===== config.mk =====
export PLATFORM = sky130hd
export DESIGN_NAME = solar_tracker_2axis
export DESIGN_NICKNAME = d
export VERILOG_FILES = /design/src/rtl/solar_pkg.sv /design/src/rtl/tracker_axis.sv /design/src/rtl/solar_tracker_2axis.sv
export SDC_FILE = /design/constraint.sdc
export NUM_CORES = 1
export LEC_CHECK = 0
export CAP_MARGIN = 15
export CORE_MARGIN = 8
export CORE_UTILIZATION = 44
export CTS_BUF_LIST = sky130_fd_sc_hd__clkbuf_2 sky130_fd_sc_hd__clkbuf_4 sky130_fd_sc_hd__clkbuf_8
export DETAILED_ROUTE_END_ITERATION = 7
export PLACE_DENSITY = 0.69
export SYNTH_ARGS = -nofsm -noshare
export SYNTH_HDL_FRONTEND = slang
export SYNTH_SLANG_ARGS = --single-unit

===== constraint.sdc =====
create_clock -name clk -period 3.1 [get_ports clk]
set_clock_uncertainty 0.2 [all_clocks]
set_input_delay 0.465 -clock clk [delete_from_list [all_inputs] [get_ports clk]]
set_output_delay 0.465 -clock clk [all_outputs]
set_load 0.02 [all_outputs]

===== src/rtl/solar_pkg.sv =====
// solar_pkg: shared axis state encoding, default parameters and threshold compare
package solar_pkg;

    typedef enum logic [2:0] {
        IDLE   = 3'd0,
        MOVE_P = 3'd1,
        MOVE_N = 3'd2,
        SETTLE = 3'd3,
        FAULT  = 3'd4
    } axis_state_t;

    localparam int DEF_W          = 8;
    localparam int DEF_TH_START   = 10;
    localparam int DEF_TH_STOP    = 2;
    localparam int DEF_TIMEOUT    = 1000;
    localparam int DEF_SETTLE_CYC = 16;

    // One extra bit on both sides so b + th can never wrap
    function automatic logic gt_th(input logic [31:0] a, input logic [31:0] b, input logic [31:0] th);
        return {1'b0, a} > ({1'b0, b} + {1'b0, th});
    endfunction

endpackage


===== src/rtl/tracker_axis.sv =====
// tracker_axis: one balancing axis with hysteresis, settle dwell and move timeout fault
module tracker_axis
    import solar_pkg::*;
#(
    parameter int W          = DEF_W,
    parameter int TH_START   = DEF_TH_START,
    parameter int TH_STOP    = DEF_TH_STOP,
    parameter int TIMEOUT    = DEF_TIMEOUT,
    parameter int SETTLE_CYC = DEF_SETTLE_CYC
) (
    input  logic         clk,
    input  logic         rst,
    input  logic [W-1:0] i_p,
    input  logic [W-1:0] i_n,
    input  logic         i_enable,
    input  logic         i_fault_clr,
    output logic         o_mp,
    output logic         o_mn,
    output logic         o_fault,
    output logic         o_busy
);

    localparam int CNT_MAX = (TIMEOUT > SETTLE_CYC) ? TIMEOUT : SETTLE_CYC;
    localparam int CW      = $clog2(CNT_MAX + 1);

    if (!(TH_STOP < TH_START && TIMEOUT >= 2 && SETTLE_CYC >= 1)) begin : g_param_check
        $error("tracker_axis: illegal parameters TH_STOP=%0d TH_START=%0d TIMEOUT=%0d SETTLE_CYC=%0d",
               TH_STOP, TH_START, TIMEOUT, SETTLE_CYC);
    end

    axis_state_t   r_state;
    axis_state_t   w_next;
    logic [CW-1:0] r_cnt;
    logic          w_go_p;
    logic          w_go_n;
    logic          w_keep_p;
    logic          w_keep_n;
    logic          w_timeout;
    logic          w_settled;

    assign w_go_p    = i_enable && gt_th(32'(i_p), 32'(i_n), 32'(TH_START));
    assign w_go_n    = i_enable && gt_th(32'(i_n), 32'(i_p), 32'(TH_START));
    assign w_keep_p  = i_enable && gt_th(32'(i_p), 32'(i_n), 32'(TH_STOP));
    assign w_keep_n  = i_enable && gt_th(32'(i_n), 32'(i_p), 32'(TH_STOP));
    assign w_timeout = r_cnt == CW'(TIMEOUT - 1);
    assign w_settled = r_cnt == CW'(SETTLE_CYC - 1);

    // Next state: a stop request outranks the timeout so a coincident pair settles cleanly
    always_comb begin
        w_next = r_state;
        case (r_state)
            IDLE:    w_next = w_go_p ? MOVE_P : (w_go_n ? MOVE_N : IDLE);
            MOVE_P:  w_next = !w_keep_p ? SETTLE : (w_timeout ? FAULT : MOVE_P);
            MOVE_N:  w_next = !w_keep_n ? SETTLE : (w_timeout ? FAULT : MOVE_N);
            SETTLE:  w_next = w_settled ? IDLE : SETTLE;
            FAULT:   w_next = i_fault_clr ? IDLE : FAULT;
            default: w_next = IDLE;
        endcase
    end

    // State, dwell/timeout counter and outputs registered from the next state
    always_ff @(posedge clk or posedge rst) begin
        if (rst) begin
            r_state <= IDLE;
            r_cnt   <= '0;
            o_mp    <= 1'b0;
            o_mn    <= 1'b0;
            o_fault <= 1'b0;
            o_busy  <= 1'b0;
        end else begin
            r_state <= w_next;
            r_cnt   <= (w_next != r_state || r_state == IDLE || r_state == FAULT) ? '0 : r_cnt + 1'b1;
            o_mp    <= w_next == MOVE_P;
            o_mn    <= w_next == MOVE_N;
            o_fault <= w_next == FAULT;
            o_busy  <= w_next == MOVE_P || w_next == MOVE_N || w_next == SETTLE;
        end
    end

endmodule


===== src/rtl/solar_tracker_2axis.sv =====
// solar_tracker_2axis: two independent sun-tracking axes driving N/S and E/W motor enables
module solar_tracker_2axis
    import solar_pkg::*;
#(
    parameter int W          = DEF_W,
    parameter int TH_START   = DEF_TH_START,
    parameter int TH_STOP    = DEF_TH_STOP,
    parameter int TIMEOUT    = DEF_TIMEOUT,
    parameter int SETTLE_CYC = DEF_SETTLE_CYC
) (
    input  logic         clk,
    input  logic         rst,
    input  logic [W-1:0] lsn,
    input  logic [W-1:0] lse,
    input  logic [W-1:0] lss,
    input  logic [W-1:0] lsw,
    input  logic         enable,
    input  logic         fault_clr,
    output logic         mn,
    output logic         ms,
    output logic         me,
    output logic         mw,
    output logic         fault_ns,
    output logic         fault_ew,
    output logic         busy
);

    logic w_busy_ns;
    logic w_busy_ew;

    tracker_axis #(
        .W(W), .TH_START(TH_START), .TH_STOP(TH_STOP), .TIMEOUT(TIMEOUT), .SETTLE_CYC(SETTLE_CYC)
    ) u_ns (
        .clk(clk), .rst(rst), .i_p(lsn), .i_n(lss), .i_enable(enable), .i_fault_clr(fault_clr),
        .o_mp(mn), .o_mn(ms), .o_fault(fault_ns), .o_busy(w_busy_ns)
    );

    tracker_axis #(
        .W(W), .TH_START(TH_START), .TH_STOP(TH_STOP), .TIMEOUT(TIMEOUT), .SETTLE_CYC(SETTLE_CYC)
    ) u_ew (
        .clk(clk), .rst(rst), .i_p(lse), .i_n(lsw), .i_enable(enable), .i_fault_clr(fault_clr),
        .o_mp(me), .o_mn(mw), .o_fault(fault_ew), .o_busy(w_busy_ew)
    );

    assign busy = w_busy_ns | w_busy_ew;

endmodule


=== Yosys cells after proc, flatten, opt, wreduce, memory -nomap -nowiden ===
Index checks and enable logic that the tools add are counted.

* Add/sub/neg operators: 10
* $lt $le $gt $ge: 8
* Equality and inequality tests: 22
* Multiplexer cells: 19
* Bitwise operators: 1
* Reductions and logical operators: 18

{| class="wikitable"
|+ Operators with widths
! cell !! number
|-
| $gt A8 B33 Y1 || 8
|-
| $add A8 B2 Y9 const B || 4
|-
| $add A8 B4 Y9 const B || 4
|-
| $mux W3 || 11
|-
| $pmux W3 S5 || 2
|-
| $eq A3 B2 Y1 const B || 8
|-
| $add A10 B1 Y10 const B || 2
|-
| $eq A10 B10 Y1 const B || 2
|-
| $eq A10 B4 Y1 const B || 2
|-
| $mux W10 || 2
|-
| $eq A3 B1 Y1 const B || 4
|-
| $eq A3 B3 Y1 const B || 4
|-
| $logic_and A1 B1 Y1 || 8
|-
| $logic_or A1 B1 Y1 || 8
|-
| $mux W2 || 4
|-
| $logic_not A3 Y1 || 2
|-
| $ne A3 B3 Y1 || 2
|-
| $or A1 B1 Y1 || 1
|}

* Register bits after elaboration: 34
* Input bits: 36
* Word-level logic and storage cells: 90

=== Longest topological paths before layout ===
Gate-level depths: netlist (run 1).

* Word-level depth: 10
* Depth in mapped cells: 12
* Depth with buffers taken out: 11

=== Cells and area by module ===
From an unflattened synthesis (run 1), not the netlist that was laid out.

* Cells, all modules: 451
* Area total of the unflattened synthesis: 3887.5 um2

{| class="wikitable"
|+ Modules (own cells, without submodules)
! module !! times used !! cells an instance !! area each (um2) !! sequential area each (um2)
|-
| tracker_axis || 2 || 225 || 1940.6 || 425.4
|-
| solar_tracker_2axis || 1 || 1 || 6.3 || 0.0
|}

=== Least setup slack after synthesis (run 1) ===
Ideal clock, no wire load.

* Path type: input -> register
* From: in lsn[4]
* To: reg u_ns.o_mn
* Setup time: 0.072 ns
* Arrival time: 2.711 ns
* Required time: 2.828 ns
* Path slack: 0.117 ns
* Stages: 12
* Buffers on the path: 1
* Path through: clkbuf_1 and3_1 nand3_1 xor2_1 ha_1 nand3_1 a211o_1 a211oi_1 nor2b_1 nor4_2 inv_1 nor2_1

* Elaborated cells on any way between the ends: 16

{| class="wikitable"
|+ RTL lines
! item !! line !! RTL
|-
| start: declaration || solar_tracker_2axis.sv:13 || <nowiki>input logic [W-1:0] lsn,</nowiki>
|-
| $add A8 B2 Y9 || solar_pkg.sv:20 || <nowiki>return {1'b0, a} > ({1'b0, b} + {1'b0, th});</nowiki>
|-
| $gt A8 B33 Y1 || solar_pkg.sv:20 ||
|-
| $logic_and A1 B1 Y1 || tracker_axis.sv:44 || <nowiki>assign w_keep_n = i_enable && gt_th(32'(i_n), 32'(i_p), 32'(TH_STOP));</nowiki>
|-
| $mux W3 || tracker_axis.sv:54 || <nowiki>MOVE_N: w_next = !w_keep_n ? SETTLE : (w_timeout ? FAULT : MOVE_N);</nowiki>
|-
| $pmux W3 S5 (*) || tracker_axis.sv:51 || <nowiki>case (r_state)</nowiki>
|-
| via u_ns.w_next[0] || tracker_axis.sv:32 || <nowiki>axis_state_t w_next;</nowiki>
|-
| $eq A3 B2 Y1 (*) || tracker_axis.sv:74 || <nowiki>o_mn <= w_next == MOVE_N;</nowiki>
|-
| end signal: assignment || tracker_axis.sv:67 || <nowiki>o_mn <= 1'b0;</nowiki>
|-
| end signal: assignment || tracker_axis.sv:74 ||
|-
| end: declaration || tracker_axis.sv:18 || <nowiki>output logic o_mn,</nowiki>
|}

Mark *: on every way through the listed nets, which the timed path passes. The rest lies on a longest branch.

=== Worst setup path after layout (run 1) ===
* From: in lsw[6]
* To: reg u_ew.o_busy

* Cells in the longest elaborated chain, start to end: 8
* Elaborated cells on any way between the ends: 20

{| class="wikitable"
|+ RTL lines
! item !! line !! RTL
|-
| start: declaration || solar_tracker_2axis.sv:16 || <nowiki>input logic [W-1:0] lsw,</nowiki>
|-
| $add A8 B2 Y9, or another cell as far along || solar_pkg.sv:20 ||
|-
| $gt A8 B33 Y1 / $logic_and A1 B1 Y1 (equally long branches) || solar_pkg.sv:20, tracker_axis.sv:42 ||
|-
| $logic_and A1 B1 Y1, or another cell as far along || tracker_axis.sv:43 || <nowiki>assign w_keep_p = i_enable && gt_th(32'(i_p), 32'(i_n), 32'(TH_STOP));</nowiki>
|-
| $mux W3, on equally long branches || tracker_axis.sv:53, tracker_axis.sv:52 ||
|-
| $pmux W3 S5 (*) || tracker_axis.sv:51 ||
|-
| $eq A3 B1 Y1 / $eq A3 B2 Y1 (equally long branches) || tracker_axis.sv:76 || <nowiki>o_busy <= w_next == MOVE_P || w_next == MOVE_N || w_next == SETTLE;</nowiki>
|-
| $logic_or A1 B1 Y1 || tracker_axis.sv:76 ||
|-
| $logic_or A1 B1 Y1 (*) || tracker_axis.sv:76 ||
|-
| end signal: assignment || tracker_axis.sv:69 || <nowiki>o_busy <= 1'b0;</nowiki>
|-
| end signal: assignment || tracker_axis.sv:76 ||
|-
| end: declaration || tracker_axis.sv:20 || <nowiki>output logic o_busy</nowiki>
|}

Mark *: on every way between the ends. The rest lies on a longest branch, timed or not.

==> results of run 1 <==
[sequential cells by signal (all words and copies together) (netlist names)]
register / count
u_ew.r_state: 3
u_ew.o_busy: 1
u_ew.o_mp: 1
u_ns.r_cnt: 10
u_ew.o_fault: 1
u_ns.r_state: 3
u_ns.o_mn: 1
u_ew.o_mn: 1
u_ns.o_fault: 1
u_ns.o_busy: 1
u_ns.o_mp: 1
u_ew.r_cnt: 10
[worst max-delay path, delay by kind of cell]
kind            cells  cell delay, ps
xor+xnor            1             150
buf+inv             1             480
fa+ha+maj           1             320
simple gates        4             920
compound gates      4             630
[per-stage QoR]
stage	setup TNS, ps	hold slack (ps)	cell area, sq um	utilization, %
2_1_floorplan	0	221	3500	-
3_3_place_gp	-10550	239	4670	60.4
3_5_place_dp	-12760	250	4670	60.4
4_1_cts	0	258	4830	62.5
5_1_grt	-54.3	299	5060	65.4
6_report	0	257	5060	65.4
[cell usage in the layout, fill, tap and decap left out, types with 6 or more instances in the layout]
cell type / Yosys / routed
sky130_fd_sc_hd__xor2_1: 31 / 30
sky130_fd_sc_hd__clkbuf_8: 0 / 6
sky130_fd_sc_hd__dlymetal6s2s_1: 0 / 10
sky130_fd_sc_hd__buf_4: 0 / 88
sky130_fd_sc_hd__a21o_1: 8 / 8
sky130_fd_sc_hd__dfrtp_1: 34 / 34
sky130_fd_sc_hd__o21ai_0: 16 / 13
sky130_fd_sc_hd__xnor2_1: 21 / 21
sky130_fd_sc_hd__dlygate4sd2_1: 0 / 7
sky130_fd_sc_hd__nand4_1: 6 / 6
sky130_fd_sc_hd__a21oi_1: 27 / 25
sky130_fd_sc_hd__and3_1: 14 / 11
sky130_fd_sc_hd__nand2_1: 19 / 19
sky130_fd_sc_hd__nand3_1: 29 / 25
sky130_fd_sc_hd__clkdlybuf4s50_1: 0 / 24
sky130_fd_sc_hd__nor3_1: 9 / 7
sky130_fd_sc_hd__ha_1: 56 / 52
sky130_fd_sc_hd__nor2_1: 35 / 31
sky130_fd_sc_hd__inv_1: 23 / 23
[cells in the mapped netlist (6+ instances only)]
| master | n |
|---|---|
| sky130_fd_sc_hd__a21oi_1 | 27 |
| sky130_fd_sc_hd__nor2_1 | 35 |
| sky130_fd_sc_hd__nand2_1 | 19 |
| sky130_fd_sc_hd__a21o_1 | 8 |
| sky130_fd_sc_hd__ha_1 | 56 |
| sky130_fd_sc_hd__and3_1 | 14 |
| sky130_fd_sc_hd__xor2_1 | 31 |
| sky130_fd_sc_hd__dfrtp_1 | 34 |
| sky130_fd_sc_hd__a211oi_1 | 7 |
| sky130_fd_sc_hd__nor4_1 | 7 |
| sky130_fd_sc_hd__nand4_1 | 6 |
| sky130_fd_sc_hd__inv_1 | 23 |
| sky130_fd_sc_hd__o21ai_0 | 16 |
| sky130_fd_sc_hd__nor3_1 | 9 |
| sky130_fd_sc_hd__xnor2_1 | 21 |
| sky130_fd_sc_hd__nand3_1 | 29 |
[cells by family (layout without fill, tap and decap cells)]
family,after synthesis,count (layout),synth area share (%)
xor gates and xnor gates,52,52,13.0
adders and majority gates,56,56,20.0
AOI/OAI and AO/OA,89,89,17.3
buffers and inverters,30,163,3.29
and+or+nand+nor,147,147,22.1
DFF,34,34,24.3
[worst max-delay path by stage]
stage | cells after the start | to | slack [ps] | from
3_3_place_gp | 12 | u_ew.r_state[1] | -390 | lsw[1]
2_1_floorplan | 12 | u_ns.o_mn | 120 | lsn[4]
4_1_cts | 14 | u_ns.o_mp | 0.01 | lss[1]
6_report | 11 | u_ew.o_busy | 60 | lsw[6]
5_1_grt | 13 | u_ns.o_mp | -50 | lsn[5]
3_5_place_dp | 12 | u_ew.r_state[1] | -470 | lsw[1]
[routing by layer]
metal | wire length [microns] | vias to the layer above | global-route usage, %
li1 | - | 1766 | -
met1 | 4300 | 1661 | 21.3
met2 | 4910 | 75 | 31.4
met3 | 400 | 17 | 3.53
met4 | 217 | 0 | 5.61
met5 | 0 | - | 0
[power by group]
part	leakage [nW]	switching (mW)	internal, mW
clock network	0.0517	0.144	0.188
registers	0.446	0.0656	0.528
logic	1.87	0.562	0.537
total	2.36	0.771	1.25
[area by class of cell]
type                       count  share of cell area [%]
sequential                    34                    16.8
inverter                      23                    1.71
multi-input combinational    344                    55.0
timing repair buffer         132                    22.0
clock inverter                 1                  0.0990
clock buffer                   7                    1.78
tap                          102                    2.52
[repair_timing]
item	in CTS	in global routing
resized for setup	26	42
setup endpoints to repair	33	34
pin swaps	10	15
buffers inserted	0	4
==> reports/summary.txt, run 1 <==
SYNTH
--------------------------------------------------------------------------------------
Number of synthesized flops with an enable pin ..........................            0
Cell taking the most area after synthesis ............................... sky130_fd_sc_hd__dfrtp_1
Number of warning messages in the yosys log .............................            0
Top cell type's share of synthesized area ...............................        24.3%
Synthesized instance count ..............................................          408
Post-synthesis async set-or-reset flop share ............................         100%
Post-synthesis cell area ................................................   3500 sq um
Synth Register Bits .....................................................           34
Cell types occupying the most area after synthesis ...................... sky130_fd_sc_hd__dfrtp_1 24%, sky130_fd_sc_hd__ha_1 20%, sky130_fd_sc_hd__xor2_1 7.8%
Dominant synthesized flop cell .......................................... sky130_fd_sc_hd__dfrtp_1
Number of distinct standard cells referenced by the synthesized netlist .           51
Synthesized netlist net count ...........................................          500
Avg Inst Size Synth .....................................................   8.59 sq um
Post-synthesis sequential area ratio ....................................        24.3%

PLACED DESIGN
--------------------------------------------------------------------------------------
DP HPWL ................................................................. 7860 microns
Placed cell count .......................................................          631
GP Congestion ...........................................................        0.915
Worst Setup Slack post-DPL ..............................................      -473 ps
Count of input and output buffers .......................................           42

MIN PATH
--------------------------------------------------------------------------------------
Critical hold path startpoint ........................................... u_ns.r_cnt[0]
Hold path depth .........................................................            1
Classification of the worst-slack hold path ............................. register to register
End point of the worst hold path ........................................ u_ns.r_cnt[0]

STA
--------------------------------------------------------------------------------------
Unrepaired setup endpoints after global routing .........................         true
Final WS setup ..........................................................      60.6 ps
Number of failing hold endpoints at the final stage .....................            0
Fin crit share ..........................................................        98.0%
Fmax ....................................................................      329 MHz
Max transition margin ...................................................        62.9%
Minimum period implied by the final worst setup slack ...................      3040 ps
Number of endpoints failing setup at the final stage ....................            0
Fin. max-slew vios ......................................................            0
Worst Max-Slew Pin Slew .................................................       551 ps

SETUP PATH
--------------------------------------------------------------------------------------
Kind of capture point of the worst setup path ...........................     register
Critical path startpoint category .......................................   input port
Worst endpoint required time ............................................      3030 ps
Worst path arrival time .................................................      2970 ps
Largest fanout of any net on the critical path ..........................            3
Cell-by-cell listing of the critical path ............................... clkdlybuf4s50_1 -> and3_4 -> nand3_1 -> xor2_1 -> ha_1 -> nand3_2 -> a211oi_4 -> a2111oi_4 -> or4_4 -> a21oi_4 -> o2111ai_1
End of the worst register-to-register path ..............................  u_ew.o_busy
Startpoint of the worst register-to-register path ....................... u_ew.r_cnt[0]
R2R setup slack .........................................................       740 ps
Worst Path Class, Setup ................................................. input port to register
Number of cells on the worst reg-to-reg path ............................            6
Slowest stage cell on the critical path ................................. sky130_fd_sc_hd__or4_4
Critical path's largest stage delay .....................................       530 ps

FLOORPLANNING
--------------------------------------------------------------------------------------
Initial Util ............................................................        45.3%
Placeable Area ..........................................................   7730 sq um
Height of the chip ......................................................  105 microns
Number of primary I/O pins ..............................................           43
Die area ................................................................ 11,100 sq um
Total number of placement rows ..........................................           32
Die extent in x .........................................................  105 microns

GLOBAL ROUTING
--------------------------------------------------------------------------------------
Remaining global-route overflow .........................................            0
Largest net degree at the start of global routing .......................           35
Vias in the first global route ..........................................        3,684
Global-route wire length before repair .................................. 16,600 microns
Antenna violations before repair ........................................            0
Global routing usage summed across all routing layers ...................        17.9%

DRT
--------------------------------------------------------------------------------------
Number of detailed-route iterations in the first pass ...................            4
DRC violation count after routing .......................................            0
Routed wire length per instance ......................................... 15.3 microns
1st-iter DRT viols ......................................................          109
Via density .............................................................         5.47
Via count ...............................................................        3,519
Number of nets with antenna violations after detailed routing ...........            0
Routed Wire Length ...................................................... 9830 microns

POWER
--------------------------------------------------------------------------------------
Power density normalized to cell area ...................................  400 nW/um^2
Sum of internal, switching and leakage power ............................      2.02 mW
Peak supply drop ........................................................     0.450 mV
Leak Pwr ................................................................      2.36 nW

CLOCK NETWORK
--------------------------------------------------------------------------------------
TritonCTS clock tree ....................................................         done
Clock buffer count from CTS .............................................            5
Hold-fix buffer count after cts .........................................            0
Clock root buffer master ................................................ sky130_fd_sc_hd__clkbuf_8
Sinks on Clock Net ......................................................           34
Max Root-Sink Buffers ...................................................            2
Clock Pin Slew Worst Setup and Hold Paths ...............................        60 ps
Later-pin clock latency in the skew report ..............................       280 ps
Clock H-tree levels .....................................................            2

FINAL LAYOUT
--------------------------------------------------------------------------------------
Fraction of final layout cells with drive strength greater than 1 .......        26.2%
Inserted Diodes .........................................................            0
Fill cell count .........................................................          633
Area used by multi-input combinational logic ............................   2780 sq um
Net count, final ........................................................          632
Synthesis-to-finish area growth .........................................        44.3%
Finished Layout Cells ...................................................          643
FF+latch area ...........................................................    851 sq um

RUN STATUS
--------------------------------------------------------------------------------------
Status .................................................................. finished, final reports clean

JOB
--------------------------------------------------------------------------------------
Count of maximum capacitance violations .................................            0

Note: power is estimated with default switching activity, not from simulation.
==> run 2, diff against run 1 <==
--- a/config.mk
+++ b/config.mk
@@ -11,6 +11,7 @@
 export CTS_BUF_LIST = sky130_fd_sc_hd__clkbuf_2 sky130_fd_sc_hd__clkbuf_4 sky130_fd_sc_hd__clkbuf_8
 export DETAILED_ROUTE_END_ITERATION = 7
 export PLACE_DENSITY = 0.69
+export RECOVER_POWER = 100
 export SYNTH_ARGS = -nofsm -noshare
 export SYNTH_HDL_FRONTEND = slang
 export SYNTH_SLANG_ARGS = --single-unit
==> constraint.sdc (replaced) <==
create_clock -name clk -period 3.6 [get_ports clk]
set_clock_uncertainty 0.2 [all_clocks]
set_input_delay 0.54 -clock clk [delete_from_list [all_inputs] [get_ports clk]]
set_output_delay 0.54 -clock clk [all_outputs]
set_load 0.02 [all_outputs]
==> run 2 against run 1 <==
  * The flow now finishes with violations (capacitance limit, slew limit)
  * Non-clock buffer count shrank 53
  * Clock power grew 29%
  * Cell count shrank 8.2%
  * Combinational power shrank 31%
  * Hold slack gained 3.2 ps
  * Routed wire length shrank 8.6%
  * Total power shrank 16%
  * Die area is the same
  * Register-to-register slack gained 460 ps
  * Largest cell class unchanged
==> reports/summary.txt, run 2 (same netlist as run 1, synthesis figures left out) <==
SETUP PATH
--------------------------------------------------------------------------------
Worst path arrival time ...........................................      3410 ps
Critical path startpoint category .................................   input port
Worst endpoint required time ......................................      3620 ps
Kind of capture point of the worst setup path .....................     register
Number of cells on the worst reg-to-reg path ......................            6
Largest fanout of any net on the critical path ....................            4
Worst Path Class, Setup ........................................... input port to register
Worst Setup SP ....................................................       lss[2]
Startpoint of the worst register-to-register path ................. u_ew.r_cnt[0]
End of the worst register-to-register path ........................  u_ew.o_busy
R2R setup slack ...................................................      1200 ps

DRT
--------------------------------------------------------------------------------
DRC violation count after routing .................................            0
Routed Wire Length ................................................ 8990 microns
Number of nets with antenna violations after detailed routing .....            0
Via count .........................................................        3,274
Routed wire length per instance ................................... 15.2 microns
1st-iter DRT viols ................................................          143
Via density .......................................................         5.55
Number of detailed-route iterations in the first pass .............            4

FLOORPLANNING
--------------------------------------------------------------------------------
Number of primary I/O pins ........................................           43
Height of the chip ................................................  105 microns
Die area .......................................................... 11,100 sq um
Total number of placement rows ....................................           32
Placeable Area ....................................................   7730 sq um
Die extent in x ...................................................  105 microns
Initial Util ......................................................        45.3%

POWER
--------------------------------------------------------------------------------
Power density normalized to cell area .............................  382 nW/um^2
Leak Pwr ..........................................................      2.01 nW
Sum of internal, switching and leakage power ......................      1.70 mW
Peak supply drop ..................................................     0.348 mV

FINAL LAYOUT
--------------------------------------------------------------------------------
Top flop regs ..................................................... u_ew.r_cnt: 10 flops, u_ns.r_cnt: 10 flops
Core utilization of the finished layout ...........................        57.6%
Most common library cell in the layout ignoring fill and taps ..... sky130_fd_sc_hd__ha_1
Fraction of final layout cells with drive strength greater than 1 .        11.9%
Commonest non-fill, non-tap cells in the layout ................... 54 x sky130_fd_sc_hd__ha_1, 35 x sky130_fd_sc_hd__nor2_1, 35 x sky130_fd_sc_hd__buf_4
Synthesis-to-finish area growth ...................................        27.1%
Net count, final ..................................................          579
Inserted Diodes ...................................................            0

STA
--------------------------------------------------------------------------------
Unrepaired setup endpoints after global routing ...................        false
Final WS setup ....................................................       209 ps
Number of failing hold endpoints at the final stage ...............            0
Worst slack on hold paths .........................................       260 ps
Fin crit share ....................................................        94.2%
Worst Max-Slew Pin Slew ...........................................      1790 ps
Max transition margin .............................................       -19.6%
Fmax ..............................................................      295 MHz
Minimum period implied by the final worst setup slack .............      3390 ps
Number of endpoints failing setup at the final stage ..............            0
Fin. max-slew vios ................................................           35

PLACED DESIGN
--------------------------------------------------------------------------------
Worst Setup Slack post-DPL ........................................      -150 ps
Count of input and output buffers .................................           42
GP Congestion .....................................................        0.879
DP HPWL ........................................................... 7250 microns

GLOBAL ROUTING
--------------------------------------------------------------------------------
Global-route wire length before repair ............................ 15,300 microns
Vias in the first global route ....................................        3,345
Largest net degree at the start of global routing .................           35
Remaining global-route overflow ...................................            0
Antenna violations before repair ..................................            0
Global routing usage summed across all routing layers .............        16.2%

CLOCK NETWORK
--------------------------------------------------------------------------------
Hold-fix buffer count after cts ...................................            0
Max Root-Sink Buffers .............................................            2
Clock buffer count from CTS .......................................            5
Sinks on Clock Net ................................................           34
TritonCTS clock tree ..............................................         done
Clock root buffer master .......................................... sky130_fd_sc_hd__clkbuf_8
Clock H-tree levels ...............................................            2
Setup bufs post-CTS ...............................................            0
Clock Pin Slew Worst Setup and Hold Paths .........................        80 ps
Later-pin clock latency in the skew report ........................       280 ps

JOB
--------------------------------------------------------------------------------
Count of maximum capacitance violations ...........................            1

MIN PATH
--------------------------------------------------------------------------------
End point of the worst hold path .................................. u_ew.r_cnt[0]
Critical hold path startpoint ..................................... u_ew.r_cnt[0]
Hold path depth ...................................................            1
Classification of the worst-slack hold path ....................... register to register

RUN STATUS
--------------------------------------------------------------------------------
Violated checks ................................................... capacitance limit, slew limit
Status ............................................................ finished, violations left

-- run 2: layer usage --
metal / GRT usage [%] / part of all wire (%) / routed length (microns) / up-vias
met5: 0 / 0 / 0 / -
met4: 3.47 / 1.6 / 142 / 0
met3: 3.17 / 3.8 / 342 / 12
met2: 27.8 / 47 / 4190 / 59
met1: 20.5 / 48 / 4320 / 1543
li1: - / - / - / 1660
-- run 2: worst max-delay path by stage --
stage,endpoint,slack [ps],cells after the start
after floorplan,u_ns.o_mn,540,12
after CTS,u_ns.o_mp,150,14
final,u_ns.o_mn,210,14
after global routing,u_ns.o_mn,4,14
after global placement,u_ns.o_mp,-110,13
after detailed placement,u_ew.o_fault,-150,12
-- run 2: metrics by stage --
step	instance area [sq um]	instances	TNS, ps
2_1_floorplan	3500	408	0
3_3_place_gp	4300	582	-568
3_5_place_dp	4300	582	-1740
4_1_cts	4440	590	0
5_1_grt	4450	590	0
6_report	4450	590	0
-- run 2: layout make-up --
cell class / count / area [sq um]
tap: 102 / 128
timing repair buffer: 79 / 692
clock buffer: 5 / 68.8
clock inverter: 3 / 68.8
multi-input combinational: 344 / 2560
inverter: 23 / 86.3
fill: 681 / 3280
sequential: 34 / 851
-- run 2: repair_timing --
item / 4_1_cts / 5_1_grt
setup endpoints to repair: 0 / 8
gates resized for setup: 0 / 6
endpoints found under the hold margin: 0 / 0
-- run 2: report_power, final --
| part | switching [mW] | internal, mW | total [mW] |
|---|---|---|---|
| clock network | 0.151 | 0.278 | 0.428 |
| logic | 0.423 | 0.341 | 0.764 |
| registers | 0.0554 | 0.454 | 0.509 |
| total | 0.629 | 1.07 | 1.70 |
-- run 2: worst max-delay path, cell delays in order --
cell and delay (ps):
sky130_fd_sc_hd__clkdlybuf4s50_1 550, sky130_fd_sc_hd__ha_2 260, sky130_fd_sc_hd__buf_4 130, sky130_fd_sc_hd__nand3_1 80
sky130_fd_sc_hd__xor2_1 160, sky130_fd_sc_hd__ha_1 300, sky130_fd_sc_hd__and3_1 190, sky130_fd_sc_hd__o2111ai_1 120
sky130_fd_sc_hd__a211oi_1 260, sky130_fd_sc_hd__buf_4 170, sky130_fd_sc_hd__a21oi_1 70, sky130_fd_sc_hd__nor4_2 380
sky130_fd_sc_hd__inv_1 100, sky130_fd_sc_hd__nor2_1 90
